File: src/rtl/qos_queue_pkg.sv
// Shared definitions for the QoS queue slot pointer logic: slot geometry,
// write-FSM state encoding and the inner pointer type.
package qos_queue_pkg;

  localparam int SLOT_AW   = 8;
  localparam int NUM_SLOTS = 4;

  typedef enum logic [1:0] {
    W_IDLE = 2'd0,
    W_FILL = 2'd1,
    W_DROP = 2'd2
  } wr_state_e;

  typedef logic [SLOT_AW-1:0] slot_ptr_t;

endpackage

File: src/rtl/qpc_slot_ptr.sv
// Per-slot pointer storage: write inner pointer, read inner pointer and the
// committed packet length (index of the packet's last word).
module qpc_slot_ptr #(
  parameter int SLOT_AW = 8
) (
  input  logic               clk,
  input  logic               rst_n,
  input  logic               wrInc_i,
  input  logic               wrCommit_i,
  input  logic               rdInc_i,
  input  logic               rdClear_i,
  output logic [SLOT_AW-1:0] wpInner_o,
  output logic [SLOT_AW-1:0] rpInner_o,
  output logic [SLOT_AW-1:0] len_o
);

  logic [SLOT_AW-1:0] wpInner_q, wpInner_d;
  logic [SLOT_AW-1:0] rpInner_q, rpInner_d;
  logic [SLOT_AW-1:0] len_q, len_d;

  // Commit latches the current write index as the packet length and rewinds the slot.
  always_comb begin
    wpInner_d = wpInner_q;
    rpInner_d = rpInner_q;
    len_d     = len_q;
    if (wrCommit_i) begin
      len_d     = wpInner_q;
      wpInner_d = '0;
    end else if (wrInc_i) begin
      wpInner_d = wpInner_q + 1'b1;
    end
    if (rdClear_i) begin
      rpInner_d = '0;
    end else if (rdInc_i) begin
      rpInner_d = rpInner_q + 1'b1;
    end
  end

  always_ff @(posedge clk or negedge rst_n) begin
    if (!rst_n) begin
      wpInner_q <= '0;
      rpInner_q <= '0;
      len_q     <= '0;
    end else begin
      wpInner_q <= wpInner_d;
      rpInner_q <= rpInner_d;
      len_q     <= len_d;
    end
  end

  assign wpInner_o = wpInner_q;
  assign rpInner_o = rpInner_q;
  assign len_o     = len_q;

endmodule

File: src/rtl/queue_slot_pointer_ctrl.sv
// Write/read pointer control for one QoS queue split into four one-packet slots.
// Define QPC_DROP_CNT_EN to add the saturating drop_cnt output.
module queue_slot_pointer_ctrl #(
  parameter int SLOT_AW   = qos_queue_pkg::SLOT_AW,
  parameter int NUM_SLOTS = qos_queue_pkg::NUM_SLOTS
) (
  input  logic                 clk,
  input  logic                 rst_n,
  input  logic                 wr_valid,
  input  logic                 wr_last,
  output logic                 wr_accept,
  input  logic                 rd_req,
  output logic                 rd_valid,
  output logic                 rd_last,
  output logic [1:0]           wp_outer,
  output logic [1:0]           rp_outer,
  output logic [SLOT_AW-1:0]   wp_inner_0,
  output logic [SLOT_AW-1:0]   wp_inner_1,
  output logic [SLOT_AW-1:0]   wp_inner_2,
  output logic [SLOT_AW-1:0]   wp_inner_3,
  output logic [SLOT_AW-1:0]   rp_inner_0,
  output logic [SLOT_AW-1:0]   rp_inner_1,
  output logic [SLOT_AW-1:0]   rp_inner_2,
  output logic [SLOT_AW-1:0]   rp_inner_3,
  output logic [NUM_SLOTS-1:0] wp_inner_in_en,
  output logic [NUM_SLOTS-1:0] rp_inner_out_en,
  output logic [2:0]           pkt_count,
  output logic                 full,
  output logic                 ovf_err
`ifdef QPC_DROP_CNT_EN
  ,
  output logic [15:0]          drop_cnt
`endif
);

  import qos_queue_pkg::*;

  wr_state_e          state_q, state_d;
  logic [1:0]         wpOuter_q, wpOuter_d;
  logic [1:0]         rpOuter_q, rpOuter_d;
  logic [2:0]         pktCount_q, pktCount_d;
  logic               ovfErr_q, ovfErr_d;

  logic [SLOT_AW-1:0] wpInner [NUM_SLOTS];
  logic [SLOT_AW-1:0] rpInner [NUM_SLOTS];
  logic [SLOT_AW-1:0] lenArr  [NUM_SLOTS];

  logic fullFlag, rdValid, wrAtMax;
  logic wrAccept, wrCommit, ovfHit, dropStart;
  logic rdFire, rdLastHit, rdDone;

  assign fullFlag  = (pktCount_q == 3'(NUM_SLOTS));
  assign rdValid   = (pktCount_q != 3'd0);
  assign wrAtMax   = &wpInner[wpOuter_q];
  assign rdLastHit = (rpInner[rpOuter_q] == lenArr[rpOuter_q]);
  assign rdFire    = rd_req && rdValid;
  assign rdDone    = rdFire && rdLastHit;

  // A non-last word at the top of the slot is written as a forced last word;
  // the packet tail is then swallowed in W_DROP.
  always_comb begin
    state_d   = state_q;
    wrAccept  = 1'b0;
    wrCommit  = 1'b0;
    ovfHit    = 1'b0;
    dropStart = 1'b0;
    case (state_q)
      W_IDLE: begin
        if (wr_valid) begin
          if (fullFlag) begin
            dropStart = 1'b1;
            if (!wr_last) state_d = W_DROP;
          end else begin
            wrAccept = 1'b1;
            if (wr_last) begin
              wrCommit = 1'b1;
            end else if (wrAtMax) begin
              wrCommit = 1'b1;
              ovfHit   = 1'b1;
              state_d  = W_DROP;
            end else begin
              state_d = W_FILL;
            end
          end
        end
      end
      W_FILL: begin
        if (wr_valid) begin
          wrAccept = 1'b1;
          if (wr_last) begin
            wrCommit = 1'b1;
            state_d  = W_IDLE;
          end else if (wrAtMax) begin
            wrCommit = 1'b1;
            ovfHit   = 1'b1;
            state_d  = W_DROP;
          end
        end
      end
      W_DROP: begin
        if (wr_valid && wr_last) state_d = W_IDLE;
      end
      default: state_d = W_IDLE;
    endcase
  end

  always_comb begin
    wpOuter_d  = wpOuter_q + 2'(wrCommit);
    rpOuter_d  = rpOuter_q + 2'(rdDone);
    ovfErr_d   = ovfErr_q | ovfHit;
    pktCount_d = pktCount_q;
    case ({wrCommit, rdDone})
      2'b10:   pktCount_d = pktCount_q + 3'd1;
      2'b01:   pktCount_d = pktCount_q - 3'd1;
      default: pktCount_d = pktCount_q;
    endcase
  end

  always_ff @(posedge clk or negedge rst_n) begin
    if (!rst_n) begin
      state_q    <= W_IDLE;
      wpOuter_q  <= '0;
      rpOuter_q  <= '0;
      pktCount_q <= '0;
      ovfErr_q   <= 1'b0;
    end else begin
      state_q    <= state_d;
      wpOuter_q  <= wpOuter_d;
      rpOuter_q  <= rpOuter_d;
      pktCount_q <= pktCount_d;
      ovfErr_q   <= ovfErr_d;
    end
  end

  // Write owns the slot at wpOuter, read owns the slot at rpOuter; they never coincide while active.
  for (genvar i = 0; i < NUM_SLOTS; i++) begin : gSlot
    logic wrSel, rdSel;
    assign wrSel              = (wpOuter_q == 2'(i));
    assign rdSel              = (rpOuter_q == 2'(i));
    assign wp_inner_in_en[i]  = wrAccept && wrSel;
    assign rp_inner_out_en[i] = rdFire && rdSel;

    qpc_slot_ptr #(.SLOT_AW(SLOT_AW)) uSlot (
      .clk        (clk),
      .rst_n      (rst_n),
      .wrInc_i    (wrAccept && !wrCommit && wrSel),
      .wrCommit_i (wrCommit && wrSel),
      .rdInc_i    (rdFire && !rdLastHit && rdSel),
      .rdClear_i  (rdDone && rdSel),
      .wpInner_o  (wpInner[i]),
      .rpInner_o  (rpInner[i]),
      .len_o      (lenArr[i])
    );
  end

`ifdef QPC_DROP_CNT_EN
  logic [15:0] dropCnt_q, dropCnt_d;

  // Counted once per packet, on the first word refused because the queue is full.
  assign dropCnt_d = (dropStart && dropCnt_q != 16'hFFFF) ? dropCnt_q + 16'd1 : dropCnt_q;

  always_ff @(posedge clk or negedge rst_n) begin
    if (!rst_n) dropCnt_q <= '0;
    else        dropCnt_q <= dropCnt_d;
  end

  assign drop_cnt = dropCnt_q;
`else
  logic unusedDrop;
  assign unusedDrop = dropStart;
`endif

  assign wr_accept  = wrAccept;
  assign rd_valid   = rdValid;
  assign rd_last    = rdValid && rdLastHit;
  assign wp_outer   = wpOuter_q;
  assign rp_outer   = rpOuter_q;
  assign pkt_count  = pktCount_q;
  assign full       = fullFlag;
  assign ovf_err    = ovfErr_q;
  assign wp_inner_0 = wpInner[0];
  assign wp_inner_1 = wpInner[1];
  assign wp_inner_2 = wpInner[2];
  assign wp_inner_3 = wpInner[3];
  assign rp_inner_0 = rpInner[0];
  assign rp_inner_1 = rpInner[1];
  assign rp_inner_2 = rpInner[2];
  assign rp_inner_3 = rpInner[3];

endmodule

File: config.mk
export PLATFORM = sky130hd
export DESIGN_NAME = queue_slot_pointer_ctrl
export DESIGN_NICKNAME = d
export VERILOG_FILES = /design/src/rtl/qos_queue_pkg.sv /design/src/rtl/qpc_slot_ptr.sv /design/src/rtl/queue_slot_pointer_ctrl.sv
export SDC_FILE = /design/constraint.sdc
export NUM_CORES = 1
export LEC_CHECK = 0
export BUFFER_PORTS_ARGS = -buffer_cell sky130_fd_sc_hd__buf_2
export CORE_UTILIZATION = 51
export CTS_CLUSTER_SIZE = 10
export DETAILED_ROUTE_END_ITERATION = 16
export HOLD_SLACK_MARGIN = 0.06
export PLACE_DENSITY = 0.83
export SETUP_SLACK_MARGIN = 0.05
export SLEW_MARGIN = 10
export SYNTH_ARGS = -nofsm -noshare
export SYNTH_HDL_FRONTEND = slang
export SYNTH_HIERARCHICAL = 1
export SYNTH_SLANG_ARGS = --single-unit
File: constraint.sdc
create_clock -name clk -period 3 [get_ports clk]
set_input_delay 0.6 -clock clk [delete_from_list [all_inputs] [get_ports clk]]
set_output_delay 0.6 -clock clk [all_outputs]
set_load 0.005 [all_outputs]
Word level (Yosys, flattened, before mapping)

Cells that the tools add are included.

Register bits: 106
Bits of input ports: 5
Output and inout port bits: 84
Word-level logic and storage cells: 149

Add/sub/neg operators: 12
$lt $le $gt $ge: 2
Equality and inequality tests: 17
Mux-type cells: 51
Bitwise operators: 3
Reductions and logical operators: 47

Operators with widths:

| kind                                                     | number |
|---|---|
| 2-to-1 mux 8 bit                                         | 22 |
| adder 8 x 1 -> 8 bit, second input constant              | 8 |
| binary-select mux 8 bit (select 2 bit)                   | 3 |
| logical AND 1 bit                                        | 30 |
| 2-to-1 mux 2 bit                                         | 9 |
| nonzero test 2 bit                                       | 9 |
| == test 2 bit, second input constant                     | 6 |
| 2-to-1 mux 1 bit                                         | 12 |
| == test 2 x 1 -> 1 bit, second input constant            | 4 |
| == test 8 bit                                            | 1 |
| inequality test 2 bit, second input constant             | 4 |
| AND reduction 8 bit                                      | 1 |
| greater-or-equal comparator 3 bit, second input constant | 2 |
| zero test 2 bit                                          | 3 |
| inverter 2 -> 3 bit                                      | 2 |
| case mux 1 bit (2 select lines)                          | 3 |
| case mux 2 bit (3 select lines)                          | 1 |
| case mux 3 bit (2 select lines)                          | 1 |
| AND reduction 5 bit                                      | 1 |
| adder 2 x 1 -> 2 bit                                     | 2 |
| adder 3 x 1 -> 3 bit, second input constant              | 1 |
| == test 3 bit, second input constant                     | 1 |
| inequality test 3 bit, second input constant             | 1 |
| nonzero test 3 bit                                       | 1 |
| other kinds (3)                                          | 4 |

Logic depth before layout (Yosys ltp)

Depth after elaboration: 15
Gate-level depth with buffers: 12
Gate-level depth less buffers: 11

By module

Netlist, hierarchy kept.

Modules (own cells, without submodules):

| module                  | times used | cells each | area an instance (um^2) | seq. area each (um^2) |
|---|---|---|---|---|
| qpc_slot_ptr            | 4          | 91         | 1,062.3                 | 600.6 |
| queue_slot_pointer_ctrl | 1          | 130        | 1,262.5                 | 250.2 |

Least setup slack after synthesis

OpenSTA, ideal clock, no wires.

Path kind: register -> register
Start point: reg rpOuter_q[0], in the netlist rp_outer[0]
End point: reg pktCount_q[2], in the netlist pkt_count[2]
Library setup time: 79 ps
Data arrival time: 3,001 ps
Data required time: 2,921 ps
Setup slack: -81 ps
Stages on the path, launching flop included: 13
Period minus slack after synthesis: 3,081 ps
Path through: dfrtp_1 -> buf_2 -> mux4_2 -> xor2_1 -> nor4_2 -> nand2_2 -> nor2_1 -> ha_1 -> inv_1 -> fa_1 -> xor2_1 -> nor2_1 -> xor2_1

Cells in the longest elaborated chain, start to end: 8
Elaborated cells on any way between the ends: 13
Those cells by class: eq/ne (3); mux (7); bitwise (1); reduce/logical (2)

Ends and longest elaborated chain:

| element                                                               | RTL line                       | RTL |
|---|---|---|
| start: declaration                                                    | queue_slot_pointer_ctrl.sv:40  | `logic [1:0] rpOuter_q, rpOuter_d;` |
| start signal: assignment                                              | queue_slot_pointer_ctrl.sv:129 | `rpOuter_q <= rpOuter_d;` |
| inverter 2 -> 3 bit (implied by the code) (*)                         | queue_slot_pointer_ctrl.sv:55  | `assign rdLastHit = (rpInner[rpOuter_q] == lenArr[rpOuter_q]);` |
| binary-select mux 8 bit (select 2 bit)                                | queue_slot_pointer_ctrl.sv:55  |  |
| 2-to-1 mux 8 bit (implied by the code) (2 in a row)                   | queue_slot_pointer_ctrl.sv:55  |  |
| == test 8 bit (*)                                                     | queue_slot_pointer_ctrl.sv:55  |  |
| logical AND 1 bit (*)                                                 | queue_slot_pointer_ctrl.sv:57  | `assign rdDone = rdFire && rdLastHit;` |
| == test 2 x 1 -> 1 bit or == test 2 bit (tied branches)               | queue_slot_pointer_ctrl.sv:112 | `case ({wrCommit, rdDone})` |
| case mux 3 bit (2 select lines) or nonzero test 2 bit (tied branches) | -                              |  |
| end signal: assignment                                                | queue_slot_pointer_ctrl.sv:130 | `pktCount_q <= pktCount_d;` |
| end: declaration                                                      | queue_slot_pointer_ctrl.sv:41  | `logic [2:0] pktCount_q, pktCount_d;` |

Mark *: on every way between the ends. The rest lies on a longest branch, timed or not. The select of a mux whose other input is x is not followed.
A chain may end at the register's enable or synchronous reset.

Worst setup path after layout

Start point: reg rpOuter_q[0], in the netlist rp_outer[0]
End point: out rd_last

Cells in the longest elaborated chain, start to end: 6
Elaborated cells on any way between the ends: 9
Those cells by class: eq/ne (1); mux (6); bitwise (1); reduce/logical (1)

Ends and longest elaborated chain:

| element                                             | RTL line                       | RTL |
|---|---|---|
| inverter 2 -> 3 bit (implied by the code) (*)       | queue_slot_pointer_ctrl.sv:55  |  |
| binary-select mux 8 bit (select 2 bit)              | queue_slot_pointer_ctrl.sv:55  |  |
| 2-to-1 mux 8 bit (implied by the code) (2 in a row) | queue_slot_pointer_ctrl.sv:55  |  |
| == test 8 bit (*)                                   | queue_slot_pointer_ctrl.sv:55  |  |
| logical AND 1 bit (*)                               | queue_slot_pointer_ctrl.sv:175 | `assign rd_last = rdValid && rdLastHit;` |
| end: declaration                                    | queue_slot_pointer_ctrl.sv:14  | `output logic rd_last,` |

Marks and branches as above.

==> impl_metrics.yaml <==
placement:
  place_inst: 729
  dp_hpwl_mm: 9.980
  io_buffer_count: 88
  gp_congestion: 0.9143
logic_synthesis:
  yosys.area.top_type_share_pct: 48.13
  ys_seq_elements: 106
  syn-num-nets: 511
  syn_area_sq_um: 5512
  syn_inst: 494
  synth_area_leaders: "dfrtp_1 48%, mux2_2 6.5%, xor2_1 5.7%"
  yosysSeqAreaShare_pct: 48.13
  synthArstFlopShare_pct: 100.0
  ys_dominant_reg_cell: "dfrtp_1"
  yosys.area.top_type: "dfrtp_1"
  synth_edf_count: 0
  synthTopCellsByCount: "106 x dfrtp_1, 56 x nor2_1, 36 x xor2_1"
  synth.most_common_cell: "dfrtp_1"
  syn_area_per_cell_sq_um: 11.16
  yosys_warnings: 6
  yosys.cell_types.count: 38
global_routing:
  antenna_found_initial: 0
  grt_pass1_vias: 4283
  grt_overflow: 0
  grt_pass1_wl_mm: 22.86
  grt_max_degree: 60
  track_usage_pct: 26.78
finish:
  n_antenna_cell: 0
  layout-area-overhead-vs-synth_pct: 25.65
  drive_above_1_share_pct: 40.92
  final_nets: 640
  final-instance-count-excl-fill: 764
sta:
  worst_slew_pin_slew_ps: 646.1
  drv_slew: 0
  fin_ws_ps: -223.4
  max_slew_margin_pct: 56.93
  report.final.setup_viol: 10
  skew_ps: 13.21
  hold_viol: 0
  period_share_pct: 107.4
  rsz0062_at_grt: "true"
  fin_crit_ps: 3223
  holdWs_ps: 216.4
  max_freq_ghz: 0.3102
  final.setup.tns_ps: -873.4
cts:
  cts_max_path_buffers: 2
  cts_root_buf: "clkbuf_8"
  tritoncts: "built"
  postCtsHoldBufs: 0
  cts_sinks: 106
  clk_pin_slew_worst_paths_ps: 110
  clock_latency_ps: 390
  numCtsBuffers: 9
  cts.htree.levels: 3
routing:
  drt_first_pass_iters: 7
  ant_nets: 0
  vias: 4800
  vias_per_cell: 6.283
  drt_wl_total_mm: 16.45
  drc: 0
  wl_per_cell_um: 21.53
  drt_iter0_markers: 533
pwr:
  total_leakage_power_nw: 3.349
  total_power_mw: 6.322
  vdd_drop_max_mv: 0.5109
  pwr_density_cell_nw_per_um2: 912.8
hold_path:
  hold_class: "primary input to asynchronous set/reset pin"
die:
  dieHeight_um: 106.0
  core_sq_um: 10420
  design.die.area_sq_um: 11230
  pin_count: 89
  initial_core_util_pct: 52.91
  placementRows: 37
  die_w_um: 106.0
worst_setup_path:
  crit_type: "register to output port"
  endpoint_kind: "output port"
  arrival_ps: 2620
  crit_required_ps: 2400
  critPathMaxFanout: 6
  worst_setup_path_start_kind: "register"
run:
  maxCapViolCount: 0
status:
  violations: "negative setup slack"
  status: "finished with violations"
cells by family after synthesis:
| kind of cell | count (synthesis) | synth area share [%] |
|---|---|---|
| compound gates | 64 | 6.901 |
| xor+xnor | 45 | 7.151 |
| fa+ha+maj | 12 | 2.860 |
| buf+inv | 38 | 3.746 |
| flops | 106 | 48.13 |
| mux | 57 | 15.12 |
| simple gates | 172 | 16.10 |
where the power goes:
part | switching (mW) | leakage (nW) | internal, mW
Combinational | 1.70 | 1.81 | 1.60
Sequential | 0.378 | 1.44 | 1.70
Clock | 0.525 | 0.107 | 0.419
what timing repair did:
| action | 4_1_cts | 5_1_grt |
|---|---|---|
| buffers inserted | 7 | 14 |
| pin swaps | 6 | 31 |
| endpoints found under the setup margin | 8 | 26 |
| gates resized for setup | 21 | 44 |
worst paths after layout:
path | startpoint | end | slack [ps] | depth (start not counted)
setup / recovery | rp_outer[0] | rd_last | -220 | 8
hold / removal | rst_n | state_q[0] | 220 | 1
setup reg to reg | rp_outer[0] | pkt_count[2] | -140 | 13
hold reg to reg | state_q[1] | state_q[0] | 470 | 1
max in group asynchronous | rst_n | gSlot[0].uSlot/rpInner_o[7] | 2050 | 2
min in group clk | wr_valid | state_q[0] | 430 | 2
sequential cells by signal (all words and copies together) (netlist names):
name                   flops
rp_outer                   2
gSlot.uSlot/wpInner_o     32
gSlot.uSlot/rpInner_o     32
wp_outer                   2
gSlot.uSlot/len_o         32
state_q                    2
pkt_count                  3
ovf_err                    1
placed cells by master (no fill, tap or decap), types with 6 or more instances in the layout:
cell type  instances
a21oi_1           23
buf_2             87
buf_4             45
clkbuf_8          10
dfrtp_1          106
ha_1              10
inv_1             12
mux2_2            32
mux2i_1            9
mux4_2            15
nand2_1           29
nand3_1           11
nand3_2            6
nand4_1           22
nor2_1            51
nor3_1             6
o21ai_0           21
or3_1             12
xnor2_1            9
xor2_1            28
xor2_2             8
routing by layer:
metal  global-route usage [%]  vias to the layer above  share of wire [%]
li1                         -                     2028                  -
met3                    5.641                       97                8.7
met1                    34.12                     2333                 37
met5                        0                        -                  0
met2                    44.02                      342                 48
met4                    12.30                        0                5.7
metrics by stage:
stage	worst slack (ps)	utilization [%]	cell area (sq um)
2_1_floorplan	22.99	-	5527
3_3_place_gp	80.08	60.36	6287
3_5_place_dp	-69.58	60.36	6287
4_1_cts	-170.2	63.68	6633
5_1_grt	-276.8	66.49	6925
6_report	-223.4	66.49	6925
area by class of cell:
type	instances	area (sq um)
clock inverters	6	73.82
fillers	698	3491
multi-input cells	350	2899
flip-flops and latches	106	2653
well taps	136	170.2
inverters	13	48.80
repair buffers	143	943.4
clock buffers	10	137.6
critical path, stage by stage, from the launching register on:
cell and delay (ps):
dfrtp_1 430, buf_12 150, buf_4 130, mux4_2 560, xor2_2 220, nor4_4 290
buf_4 180, and3_1 150, buf_2 110
Power figures use the tool's default switching activity.
